**src/rtl/wb_uart_rx_slave.sv**
```systemverilog
// wb_uart_rx_slave: Wishbone classic slave with 8N1 UART receiver and RX FIFO
`timescale 1ns/1ps
module wb_uart_rx_slave #(
  parameter logic [15:0] DIVISOR_RST = 16'd54,
  parameter int          FIFO_DEPTH  = 16,
  parameter int          FIFO_AW     = 4
) (
  input  logic       wb_clk_i,
  input  logic       wb_rst_ni,
  input  logic [2:0] wb_adr_i,
  input  logic [7:0] wb_dat_i,
  output logic [7:0] wb_dat_o,
  input  logic       wb_cyc_i,
  input  logic       wb_stb_i,
  input  logic       wb_we_i,
  output logic       wb_ack_o,
  output logic       wb_err_o,
  input  logic       srx_pad_i,
  output logic       int_o
);
  typedef enum logic [2:0] {IDLE, START, DATA, STOP, BRK} state_t;
  state_t             state_q, state_d;
  logic               ack_q, ack_d, err_q, err_d, we_q, we_d;
  logic [2:0]         adr_q, adr_d;
  logic [7:0]         wdat_q, wdat_d;
  logic [15:0]        div_q, div_d, cnt_q, cnt_d;
  logic               rx_en_q, rx_en_d, int_en_q, int_en_d;
  logic [1:0]         sync_q, sync_d;
  logic [3:0]         sc_q, sc_d;
  logic [2:0]         bc_q, bc_d;
  logic [7:0]         sh_q, sh_d;
  logic [FIFO_AW-1:0] wp_q, wp_d, rp_q, rp_d;
  logic [FIFO_AW:0]   count_q, count_d;
  logic               oe_q, oe_d, fe_q, fe_d, int_q, int_d;
  logic [7:0]         mem_q [FIFO_DEPTH];
  logic               req, wr, rd_rbr, rd_stat, flush, rxs, tick;
  logic               push, fe_set, push_en, oe_set, pop, full, dr;
  logic [7:0]         stat, rdata;
  always_comb begin
    req      = wb_cyc_i & wb_stb_i & ~ack_q & ~err_q;
    ack_d    = req & (wb_adr_i < 3'd5);
    err_d    = req & (wb_adr_i >= 3'd5);
    adr_d    = req ? wb_adr_i : adr_q;
    we_d     = req ? wb_we_i : we_q;
    wdat_d   = req ? wb_dat_i : wdat_q;
    wr       = ack_q & we_q;
    rd_rbr   = ack_q & ~we_q & (adr_q == 3'd0);
    rd_stat  = ack_q & ~we_q & (adr_q == 3'd1);
    flush    = wr & (adr_q == 3'd4) & wdat_q[2];
    div_d    = {(wr && adr_q == 3'd3) ? wdat_q : div_q[15:8],
                (wr && adr_q == 3'd2) ? wdat_q : div_q[7:0]};
    rx_en_d  = (wr && adr_q == 3'd4) ? wdat_q[0] : rx_en_q;
    int_en_d = (wr && adr_q == 3'd4) ? wdat_q[1] : int_en_q;
    sync_d   = {sync_q[0], srx_pad_i};
    rxs      = sync_q[1];
    tick     = (cnt_q == 16'd0);
    cnt_d    = tick ? ((div_q == 16'd0) ? 16'd0 : div_q - 16'd1) : cnt_q - 16'd1;
    state_d  = state_q;
    sc_d     = sc_q;
    bc_d     = bc_q;
    sh_d     = sh_q;
    push     = 1'b0;
    fe_set   = 1'b0;
    case (state_q)
      IDLE: if (!rxs) begin
        state_d = START;
        sc_d    = 4'd0;
      end
      START: if (tick) begin
        sc_d = sc_q + 4'd1;
        if (sc_q == 4'd7) begin
          state_d = rxs ? IDLE : DATA;
          sc_d    = 4'd0;
          bc_d    = 3'd0;
        end
      end
      DATA: if (tick) begin
        sc_d = sc_q + 4'd1;
        if (sc_q == 4'd15) begin
          sh_d    = {rxs, sh_q[7:1]};
          bc_d    = bc_q + 3'd1;
          state_d = (bc_q == 3'd7) ? STOP : DATA;
        end
      end
      STOP: if (tick) begin
        sc_d = sc_q + 4'd1;
        if (sc_q == 4'd15) begin
          push    = rxs;
          fe_set  = ~rxs;
          state_d = rxs ? IDLE : BRK;
        end
      end
      BRK: state_d = rxs ? IDLE : BRK;
      default: state_d = IDLE;
    endcase
    if (!rx_en_q) begin
      state_d = IDLE;
      push    = 1'b0;
      fe_set  = 1'b0;
    end
    full    = (count_q == (FIFO_AW+1)'(FIFO_DEPTH));
    dr      = (count_q != '0);
    pop     = rd_rbr & dr;
    push_en = push & ~flush & (~full | pop);
    oe_set  = push & ~flush & full & ~pop;
    wp_d    = flush ? '0 : wp_q + FIFO_AW'(push_en);
    rp_d    = flush ? '0 : rp_q + FIFO_AW'(pop);
    count_d = flush ? '0 : count_q + (FIFO_AW+1)'(push_en) - (FIFO_AW+1)'(pop);
    oe_d    = oe_set | (oe_q & ~rd_stat);
    fe_d    = fe_set | (fe_q & ~rd_stat);
    int_d   = int_en_q & (dr | oe_q | fe_q);
    stat    = {4'b0, full, fe_q, oe_q, dr};
    rdata   = (adr_q == 3'd0) ? (dr ? mem_q[rp_q] : 8'h00) :
              (adr_q == 3'd1) ? stat :
              (adr_q == 3'd2) ? div_q[7:0] :
              (adr_q == 3'd3) ? div_q[15:8] :
              (adr_q == 3'd4) ? {6'b0, int_en_q, rx_en_q} : 8'h00;
    wb_dat_o = ack_q ? rdata : 8'h00;
  end
  always_ff @(posedge wb_clk_i) begin
    if (!wb_rst_ni) begin
      ack_q    <= 1'b0;
      err_q    <= 1'b0;
      we_q     <= 1'b0;
      adr_q    <= 3'd0;
      wdat_q   <= 8'h00;
      div_q    <= DIVISOR_RST;
      cnt_q    <= DIVISOR_RST - 16'd1;
      rx_en_q  <= 1'b1;
      int_en_q <= 1'b0;
      sync_q   <= 2'b11;
      state_q  <= IDLE;
      sc_q     <= 4'd0;
      bc_q     <= 3'd0;
      sh_q     <= 8'h00;
      wp_q     <= '0;
      rp_q     <= '0;
      count_q  <= '0;
      oe_q     <= 1'b0;
      fe_q     <= 1'b0;
      int_q    <= 1'b0;
    end else begin
      ack_q    <= ack_d;
      err_q    <= err_d;
      we_q     <= we_d;
      adr_q    <= adr_d;
      wdat_q   <= wdat_d;
      div_q    <= div_d;
      cnt_q    <= cnt_d;
      rx_en_q  <= rx_en_d;
      int_en_q <= int_en_d;
      sync_q   <= sync_d;
      state_q  <= state_d;
      sc_q     <= sc_d;
      bc_q     <= bc_d;
      sh_q     <= sh_d;
      wp_q     <= wp_d;
      rp_q     <= rp_d;
      count_q  <= count_d;
      oe_q     <= oe_d;
      fe_q     <= fe_d;
      int_q    <= int_d;
    end
  end
  always_ff @(posedge wb_clk_i) begin
    if (wb_rst_ni && push_en) mem_q[wp_q] <= sh_q;
  end
  assign wb_ack_o = ack_q;
  assign wb_err_o = err_q;
  assign int_o    = int_q;
endmodule
```
**config.mk**
```make
export PLATFORM = sky130hd
export DESIGN_NAME = wb_uart_rx_slave
export DESIGN_NICKNAME = d
export VERILOG_FILES = /design/src/rtl/wb_uart_rx_slave.sv
export SDC_FILE = /design/constraint.sdc
export NUM_CORES = 1
export LEC_CHECK = 0
export CAP_MARGIN = 20
export CORE_UTILIZATION = 37
export CTS_BUF_LIST = sky130_fd_sc_hd__clkbuf_8
export CTS_CLUSTER_SIZE = 20
export DETAILED_ROUTE_END_ITERATION = 10
export HOLD_SLACK_MARGIN = 0.12
export SETUP_SLACK_MARGIN = 0.5
export SYNTH_ARGS = -nofsm -noshare
export SYNTH_HDL_FRONTEND = slang
export SYNTH_SLANG_ARGS = --single-unit
```
**constraint.sdc**
```tcl
create_clock -name wb_clk_i -period 8.24 [get_ports wb_clk_i]
set_input_delay 0.824 -clock wb_clk_i [delete_from_list [all_inputs] [get_ports wb_clk_i]]
set_output_delay 0.824 -clock wb_clk_i [all_outputs]
set_load 0.1 [all_outputs]
```
Word-level counts from Yosys, hierarchy flattened
Memories as Yosys holds them, arrays and structs flattened. A register that Yosys moved wholly into a read port is not among the register bits.
Cells that the tools add are included.
- bits in registers: 84
- bits in latches: 0
- memory bits (writable): 128
- ROM bits: 0
- input port bits: 17
- output and inout bits: 11
- word-level logic and storage cells: 144
- memories: 1
- add/subtract/negate cells: 8
- multipliers: 0
- div/mod/pow operators: 0
- magnitude comparators: 2
- equality and inequality tests: 20
- shift operators: 0
- multiplexer cells: 41
- bitwise logic cells: 33
- reduce and logical (&&, ||, !) cells: 18
- memory list (name ; words ; width ; read ports ; clocked after Yosys merged registers in ; wr ports ; RTL line ; source):
    mem_q ; 16 ; 8 ; 1 ; 1 ; 1 ; 35 ; logic [7:0] mem_q [FIFO_DEPTH];
- operators by type and width (operator ; number):
    8-bit 2-to-1 mux ; 6
    3-bit 2-to-1 mux ; 12
    16-bit zero test ; 2
    16-bit 2-to-1 mux ; 2
    16-bit by 1-bit subtractor with 16-bit output, second input constant ; 2
    4-bit 2-to-1 mux ; 5
    1-bit AND ; 19
    3-bit one-hot mux with 5 select lines ; 1
    2-bit inequality test, second input constant ; 7
    3-bit by 2-bit equality test with 1-bit output, second input constant ; 4
    4-bit one-hot mux with 3 select lines ; 1
    1-bit 2-to-1 mux ; 11
    3-bit equality test, second input constant ; 3
    1-bit inverter ; 9
    4-bit by 1-bit adder with 4-bit output ; 2
    7-bit AND reduction ; 1
    3-bit by 1-bit equality test with 1-bit output, second input constant ; 2
    3-bit zero test ; 2
    3-bit one-hot mux with 2 select lines ; 1
    5-bit by 1-bit adder with 5-bit output ; 1
    5-bit equality test, second input constant ; 1
    1-bit OR ; 5
    5-bit AND reduction ; 1
    5-bit nonzero test ; 1
    other kinds (16) ; 21

Depth between registers and ports, before layout
Gate-level depths: netlist of run 1.
- depth after elaboration: 10
- depth in mapped cells: 15
- depth with buffers taken out: 15

Worst setup path before layout of run 1
OpenSTA, ideal clock, no wires.
- kind: reg2out
- start: register rp_q[1] (netlist name)
- end: output port wb_dat_o[3]
- arrival time: 2.904 ns
- required time: 7.416 ns
- slack: 4.512 ns
- cell stages (with the launch flop): 7
- path buffers: 2
- cells stage by stage: dfxtp_1 clkbuf_1 clkbuf_1 mux4_2 nand3_1 and3_1 o22ai_1
- RTL lines (what ; RTL line ; source):
    to (decl) ; 12 ; output logic [7:0] wb_dat_o,

==> results of run 1 <==
## per-layer routing
metal	vias up	part of all wire, %
li1	2894	-
met1	2959	48
met2	130	46
met3	29	4.6
met4	0	1.6
met5	-	0
## synth_stat cells (6+ instances only)
master	n	area [µm²]
nand2b_1	9	56.30
edfxtp_1	128	3844
nor3_1	13	65.06
mux2i_1	30	300.3
nor2b_1	7	43.79
and3_1	8	50.05
xor2_1	10	87.58
a21oi_1	37	185.2
o21ai_0	9	45.04
xnor2_1	18	157.7
clkbuf_1	27	101.4
nand4_1	11	68.82
nor2_1	62	232.7
ha_1	15	187.7
nor4_1	13	81.33
nand2_1	76	285.3
nand3_1	24	120.1
and2_1	7	43.79
inv_1	26	97.59
dfxtp_1	84	1682
o21a_1	6	45.04
o22ai_1	12	75.07
mux4_2	33	743.2
## state kept, by name (all words and copies together), names as in the netlist, 2 cells and up
signal and cells:
sh_q 8, mem_q 128, sync_q 2, state_q 3, adr_q 3, cnt_q 16, div_q 16, bc_q 3
rp_q 4, count_q 5, sc_q 4, wdat_q 8, wp_q 4
## final cells by class
type / count / area (µm²) / area share (%)
sequential: 212 / 5527 / 51.38
multi-input combinational: 478 / 3628 / 33.73
clock buffer: 43 / 591.8 / 5.502
tap: 324 / 405.4 / 3.769
timing repair buffer: 39 / 360.3 / 3.350
clock inverter: 24 / 146.4 / 1.361
inverter: 26 / 97.59 / 0.9073
## critical path, cell delays in order, from the launching register on
cell and delay, ns:
dfxtp_1 0.48, buf_4 0.45, mux4_2 0.55, mux2i_1 0.37, o22ai_1 0.14, o21a_1 0.22, clkdlybuf4s50_1 0.98
## cells by family (layout without fill, tap and decap cells)
logic type               after synthesis  after routing  synth area share, %
multiplexers                          66             66                11.47
flip-flops                           212            212                58.83
adder cells (fa/ha/maj)               16             16                2.211
AO/OA/AOI/OAI                        102            102                7.340
buffers and inverters                 62            132                2.677
XOR/XNOR                              28             28                2.611
AND/OR/NAND/NOR                      266            266                14.87
## power breakdown
group	total (µW)	switching, µW	leakage (µW)	internal, µW
Combinational	45.6	26.3	0.00131	19.3
Sequential	1130	11.3	0.00187	1120
Clock	942	428	0.000434	514
Total	2120	466	0.00361	1650
## metrics by stage
| step | setup WS [ns] | area (µm²) | utilization [%] |
|---|---|---|---|
| 2_1_floorplan | 4.512 | 9393 | - |
| 3_3_place_gp | 4.256 | 10020 | 40.72 |
| 3_5_place_dp | 4.209 | 10020 | 40.72 |
| 4_1_cts | 3.643 | 10760 | 43.72 |
| 5_1_grt | 3.445 | 10760 | 43.72 |
| 6_report | 3.695 | 10760 | 43.72 |
## worst max-delay path by stage
stage / slack, ns / end / start / cells after the start
2_1_floorplan: 4.51 / wb_dat_o[3] / rp_q[1] / 6
3_3_place_gp: 4.26 / wb_dat_o[6] / rp_q[1] / 6
3_5_place_dp: 4.21 / wb_dat_o[6] / rp_q[1] / 6
4_1_cts: 3.64 / wb_dat_o[6] / rp_q[1] / 6
5_1_grt: 3.45 / wb_dat_o[6] / adr_q[0] / 6
6_report: 3.70 / wb_dat_o[6] / rp_q[1] / 6
==> impl_metrics.tcl, run 1 <==
set metrics [dict create \
    min_period_over_period_pct 55.16 \
    vias 6012 \
    async_flop_share_pct 0 \
    grt_max_degree 33 \
    most-common-layout-cells "edfxtp_1 (128), dfxtp_1 (83), nand2_1 (76)" \
    wl_um 21100 \
    die_h_um 161.3 \
    grt_antenna_before_repair 0 \
    tns_ns 0 \
    r2r-start "adr_q[0]" \
    initial_core_util_pct 38.17 \
    cts_hold_buf 0 \
    met2_usage_pct 26.96 \
    grt.busiest_layer "met2" \
    cp.arrival_ns 3.72 \
    r2r_end "count_q[4]" \
    p_per_area_nw_per_um2 196.8 \
    worstRegToRegCells 12 \
    drtPass1Iterations 5 \
    grt_pass1_wl_um 33760 \
    coreArea_um2 24600 \
    cts.sinks 212 \
    cts_root_buf "clkbuf_8" \
    hold_class "reg -> reg" \
    viasPerCell 5.246 \
    dieArea_um2 26030 \
    slew_headroom_pct 30.22 \
    hpwl_um 14240 \
    post_drt_wl_per_cell_um 18.41 \
    min_to "sync_q[1]" \
    grt_use_met1_pct 23.29 \
    diodes 0 \
    min_from "sync_q[0]" \
    irDropWorstVdd_v 0.0001049 \
    crit_fanout 28 \
    whs_path_depth 1 \
    area_growth_syn_to_layout_pct 14.52 \
    power_leakage_uw 0.003608 \
    r2r_setup_slack_ns 4.68 \
    portBuffers 27 \
    layout.nets 827 \
    yosysSeqAreaShare_pct 58.83 \
    hold_viol_final 0 \
    outcome "complete, no violations" \
    synth-edff-count 128 \
    gr-usage-met3_pct 3.082 \
    yosysWarnings 0 \
    cts_buffers 37 \
    critPathCaptureType "output port" \
    antenna_left 0 \
    netlist-cell-type-count 70 \
    track_usage_pct 16.81 \
    gp_congestion 0.7961 \
    clkLatencyLatePin_ns 0.53 \
    fin_cells 1146 \
    dp_cells 1079 \
    syn_avg_cell_area_um2 12.49 \
    period_minus_slack_ns 4.545 \
    overflow 0 \
    fmax_ghz 0.2200 \
    dieWidth_um 161.3 \
    tritoncts "done" \
    postCtsSetupRepairBufs 0 \
    required_ns 7.42 \
    power_uw 2117 \
    ios 28 \
    clkTransAtPathRegs_ns 0.06 \
    drc_errors 0 \
    setup_viol_count_final 0 \
    synth_fp_nets 785 \
    path_class "reg -> out" \
    tightest_slew_ns 1.043 \
    fill_cells 2230 \
    cap_violations 0 \
    drive_above_1_share_pct 15.21 \
    rsz0062_at_grt "false" \
    cts.repair.resized 0 \
    critical_path.startpoint_type "flip-flop" \
    drtIter0Drc 425 \
    synthFlopType "edfxtp_1" \
    layout_commonest_cell "edfxtp_1" \
    drv_slew 0 \
    clock_path_buffers 3 \
    ys_ff_latch 212 \
    first_global_vias 5960 \
    netlist_area_um2 9393 \
    whs_ns 0.4107 \
    cts-htree-levels 2 \
    syn_inst 752 \
    finClkSkew_ns 0.01432 \
    num_rows 57 \
]
No activity file was read; power rests on OpenSTA's default activity.
==> run 2: changes to the inputs <==
Clock period 8.24 ns to 4.4 ns, I/O delays scaled along.
==> run 2 against run 1 <==
  * Clock power increased by 87%
  * Power is 87% higher
  * Highest routed layer unchanged
  * Die area did not move
  * First-iteration DRC count decreased by 14%
  * Critical path type unchanged
  * Largest power group unchanged
==> impl_metrics.tcl, run 2 (same netlist as run 1, synthesis figures left out) <==
set metrics [dict create \
    vias 6063 \
    ios 28 \
    grt_pass1_wl_um 33670 \
    path_class "reg -> out" \
    cp_slowest_cell "dfxtp_2" \
    initial_core_util_pct 38.17 \
    hpwl_um 14480 \
    crit_fanout 20 \
    postCtsSetupRepairBufs 0 \
    antenna_left 0 \
    area_growth_syn_to_layout_pct 14.40 \
    cts_root_buf "clkbuf_8" \
    grt_antenna_before_repair 0 \
    final_area_um2 10750 \
    outcome "complete, no violations" \
    gp_congestion 0.8255 \
    worst-path-buf-inv 2 \
    first_global_vias 6041 \
    portBuffers 27 \
    drive_above_1_share_pct 17.05 \
    cts.sinks 212 \
    slew_headroom_pct 30.89 \
    clock_path_buffers 3 \
    cp_cell_sequence "buf_4 > mux4_2 > nand3_1 > and3_1 > o22ai_1 > buf_4" \
    grt_max_degree 33 \
    period_minus_slack_ns 3.400 \
    cp.arrival_ns 2.96 \
    cts_hold_buf 0 \
    required_ns 3.96 \
    most-common-layout-cells "edfxtp_1 (128), dfxtp_1 (83), nand2_1 (76)" \
    placed_area_um2 10010 \
    overflow 0 \
    layout.nets 827 \
    top_regs "mem_q: 128 flops, cnt_q: 16 flops, div_q: 16 flops" \
    track_usage_pct 16.88 \
    drtIter0Drc 364 \
    clkTransAtPathRegs_ns 0.05 \
    power_leakage_uw 0.003614 \
    min_period_over_period_pct 77.27 \
    whs_ns 0.4114 \
    hold_class "reg -> reg" \
    layout_commonest_cell "edfxtp_1" \
    hold_viol_final 0 \
    cts_buffers 36 \
    p_per_area_nw_per_um2 368.7 \
    setup_viol_count_final 0 \
    critPathTopFamily "flip-flops" \
    tightest_slew_ns 1.032 \
    viasPerCell 5.295 \
    dieArea_um2 26030 \
    fmax_ghz 0.2941 \
    critPathMaxStageDelay_ns 0.77 \
    path_common_cell "buf_4" \
    cap_violations 0 \
    critPathCaptureType "output port" \
    critical_path.startpoint_type "flip-flop" \
    tritoncts "done" \
    wl_um 21270 \
    dieWidth_um 161.3 \
    num_rows 57 \
    diodes 0 \
    cts.repair.resized 0 \
    cts-htree-levels 2 \
    drtPass1Iterations 5 \
    drv_slew 0 \
    die_h_um 161.3 \
    coreArea_um2 24600 \
    post_drt_wl_per_cell_um 18.58 \
    finClkSkew_ns 0.03959 \
    regMostFlops "mem_q" \
    rsz0062_at_grt "false" \
    tns_ns 0 \
    drc_errors 0 \
    irDropWorstVdd_v 0.0001957 \
    clkLatencyLatePin_ns 0.53 \
    largest_register_ffs 128 \
]
==> run 2: path summary, 6_finish.rpt <==
path,from,to,slack [ns],depth (start not counted)
max reg2reg,cnt_q[0],count_q[4],1.13,15
min,sync_q[0],sync_q[1],0.41,1
max,rp_q[0],wb_dat_o[1],1.00,6
min reg2reg,sync_q[0],sync_q[1],0.41,1
==> run 2: through the flow <==
step / utilization (%) / std cells / worst slack, ns / power, µW
after global placement: 40.67 / 1080 / 1.210 / 2243
after CTS: 43.67 / 1145 / 0.8507 / 4018
after global routing: 43.67 / 1145 / 0.7794 / 4109
after detailed placement: 40.67 / 1080 / 1.159 / 2243
after floorplan: - / 752 / 0.8797 / 2206
final: 43.67 / 1145 / 1.000 / 3962
==> run 2: worst register-to-register path, stage by stage (launching register included) <==
cell and delay [ns]:
dfxtp_1 0.34, inv_1 0.07, ha_1 0.23, nor2b_1 0.26, nand3_1 0.23, a2111oi_4 0.39, nand3_1 0.17, ha_1 0.31
inv_1 0.04, ha_1 0.20, fa_1 0.40, a21oi_1 0.14, nor2_1 0.05, nor2_1 0.11, xnor2_1 0.13, nor2_1 0.05
==> run 2: power by group <==
group	switching, µW	leakage, µW	internal [µW]
Clock	793	0.000419	968
Sequential	17.0	0.00187	2090
Combinational	54.3	0.00133	36.7
==> run 2: area by class of cell <==
type | count | area [µm²]
multi-input combinational | 478 | 3628
fill | 2282 | 13860
clock buffer | 47 | 646.9
tap | 324 | 405.4
sequential | 212 | 5527
inverter | 26 | 97.59
clock inverter | 18 | 92.59
timing repair buffer | 40 | 347.8
==> run 2: routing by layer <==
layer | vias to the layer above | wire length, µm | track usage, %
met5 | - | 0 | 0
met4 | 0 | 420 | 5.403
met3 | 37 | 1008 | 3.133
met2 | 155 | 10270 | 27.80
met1 | 2969 | 9568 | 22.48
li1 | 2902 | - | -
==> run 3: changes to the inputs <==
Clock period 4.4 ns to 3.4 ns, I/O delays scaled along.
==> run 3 against run 2 <==
  * Sequential cell count is the same
  * Final cell count grew 3.5%
  * Combinational power grew 48%
  * Clock skew shrank 0.014 ns
  * Via count grew 2.7%
  * Critical path type is now reg -> reg
  * Worst hold slack lost 0.058 ns
  * First-iteration DRC count grew 47%
  * Setup slack lost 0.56 ns
  * Critical endpoint is now count_q[4]
  * Utilization grew 2.1 points
==> impl_metrics.tcl, run 3 (same netlist as run 1, synthesis figures left out) <==
set metrics [dict create \
    outcome "complete, no violations" \
    required_ns 3.79 \
    track_usage_pct 17.39 \
    min_period_over_period_pct 87.00 \
    viasPerCell 5.253 \
    power_leakage_uw 0.003839 \
    cts_buffers 36 \
    initial_core_util_pct 38.17 \
    cp.arrival_ns 3.35 \
    layout_commonest_cell "edfxtp_1" \
    diodes 0 \
    cp_cell_sequence "ha_4 > and3_4 > nand4_1 > a2111oi_4 > nand3_1 > ha_1 > inv_1 > ha_2 > fa_2 > a21oi_2 > nor2_1 > nor2_1 > xnor2_1 > nor2_1" \
    cts_root_buf "clkbuf_8" \
    regMostFlops "mem_q" \
    dieArea_um2 26030 \
    routed.top_layer "met4" \
    fin_cells 1185 \
    worst-path-buf-inv 1 \
    cts.sinks 212 \
    power_uw 4906 \
    clkLatencyLatePin_ns 0.53 \
    pwr-share-clk_pct 41.7 \
    cp_slowest_cell "a2111oi_4" \
    critPathCaptureType "flip-flop" \
    dp_cells 1109 \
    crit_fanout 4 \
    slew_headroom_pct 34.02 \
    drv_slew 0 \
    most-common-layout-cells "edfxtp_1 (128), dfxtp_1 (77), nand2_1 (76)" \
    fmax_ghz 0.3381 \
    critical_path.startpoint_type "flip-flop" \
    drtIter0Drc 535 \
    area_growth_syn_to_layout_pct 19.83 \
    hold_class "in -> reg" \
    power_switching_share_pct 22.45 \
    layout.nets 867 \
    path_common_cell "nor2_1" \
    hold_viol_final 0 \
    dieWidth_um 161.3 \
    hpwl_um 14750 \
    tightest_slew_ns 0.9867 \
    period_minus_slack_ns 2.958 \
    ios 28 \
    post_drt_wl_per_cell_um 18.47 \
    portBuffers 27 \
    die_h_um 161.3 \
    layout_setup_ws_ns 0.4419 \
    vias 6225 \
    cts-htree-levels 2 \
    wl_met3_um 967 \
    grt_max_degree 36 \
    first_global_vias 6175 \
    drt-met1-wl_um 10430 \
    tns_ns 0 \
    wl_met2_um 10090 \
    top_regs "mem_q: 128 flops, cnt_q: 16 flops, div_q: 16 flops" \
    grt_antenna_before_repair 0 \
    p_comb_share_pct 2.7 \
    drtPass1Iterations 5 \
    drive_above_1_share_pct 23.11 \
    p_int_uw 3804 \
    grt_pass1_wl_um 34880 \
    r2r_setup_slack_ns 0.44 \
    overflow 0 \
    wl_um 21890 \
    coreArea_um2 24600 \
    num_rows 57 \
    antenna_left 0 \
    p_per_area_nw_per_um2 435.8 \
    clock_path_buffers 3 \
    p_seq_share_pct 55.6 \
    post-route-util_pct 45.75 \
    irDropWorstVdd_v 0.0004098 \
    cap_violations 0 \
    critPathTopFamily "adder cells" \
    rsz0062_at_grt "true" \
    pre_cts_ws_ns 0.2237 \
    path_class "reg -> reg" \
    drc_errors 0 \
    gp_congestion 0.8390 \
    power_switching_uw 1101 \
    critPathMaxStageDelay_ns 0.42 \
    tritoncts "done" \
    cts_hold_buf 0 \
    clkTransAtPathRegs_ns 0.06 \
    finClkSkew_ns 0.02577 \
    setup_viol_count_final 0 \
    largest_register_ffs 128 \
]
run 3: cell types whose count changed in the layout (fill, tap and decap cells not counted), sizes merged:
cell	change
buf	+40
clkbuf	-9
clkinv	+1
clkinvlp	-1
inv	+9
run 3: repair_timing:
action	CTS	global route
pin swaps	4	8
endpoints found under the setup margin	10	10
buffers inserted	4	7
gates resized for setup	17	21
run 3: through the flow:
stage | cell area, µm² | hold WS (ns)
after floorplan | 9468 | 0.3863
final | 11260 | 0.3533
after global routing | 11260 | 0.3404
after CTS | 11120 | 0.3301
after detailed placement | 10390 | 0.4078
after global placement | 10390 | 0.3973
run 3: worst min-delay path, cell delays in order:
cell,delay [ns]
clkdlybuf4s50_1,0.39
nand2_1,0.05
a21oi_1,0.05
run 3: power groups by stage:
stage / combinational [µW] / sequential, µW / clock, µW
floorplan: 78.1 / 2780 / 0
global placement: 129 / 2780 / 0
detailed placement: 129 / 2780 / 0
CTS: 134 / 2730 / 2100
global route: 148 / 2730 / 2230
finish: 135 / 2730 / 2040
run 3: final timing paths:
| kind | start | end | cells past startpoint |
|---|---|---|---|
| worst max-delay path | sc_q[0] | count_q[4] | 14 |
| worst min-delay path | wb_dat_i[6] | wdat_q[6] | 3 |
| worst max register to register | sc_q[0] | count_q[4] | 14 |
| worst min register to register | sync_q[0] | sync_q[1] | 1 |
run 3: per-layer routing:
layer | vias to the layer above | global-route usage (%)
li1 | 2984 | -
met2 | 124 | 27.25
met3 | 36 | 3.287
met4 | 0 | 5.575
met5 | - | 0
met1 | 3081 | 24.34
run 3: layout make-up:
| cell class | count | area, µm² |
|---|---|---|
| inverters | 26 | 97.59 |
| fillers | 2258 | 13350 |
| flip-flops and latches | 212 | 5537 |
| well taps | 324 | 405.4 |
| repair buffers | 80 | 768.2 |
| clock inverters | 27 | 121.4 |
| multi-input cells | 478 | 3804 |
| clock buffers | 38 | 523.0 |
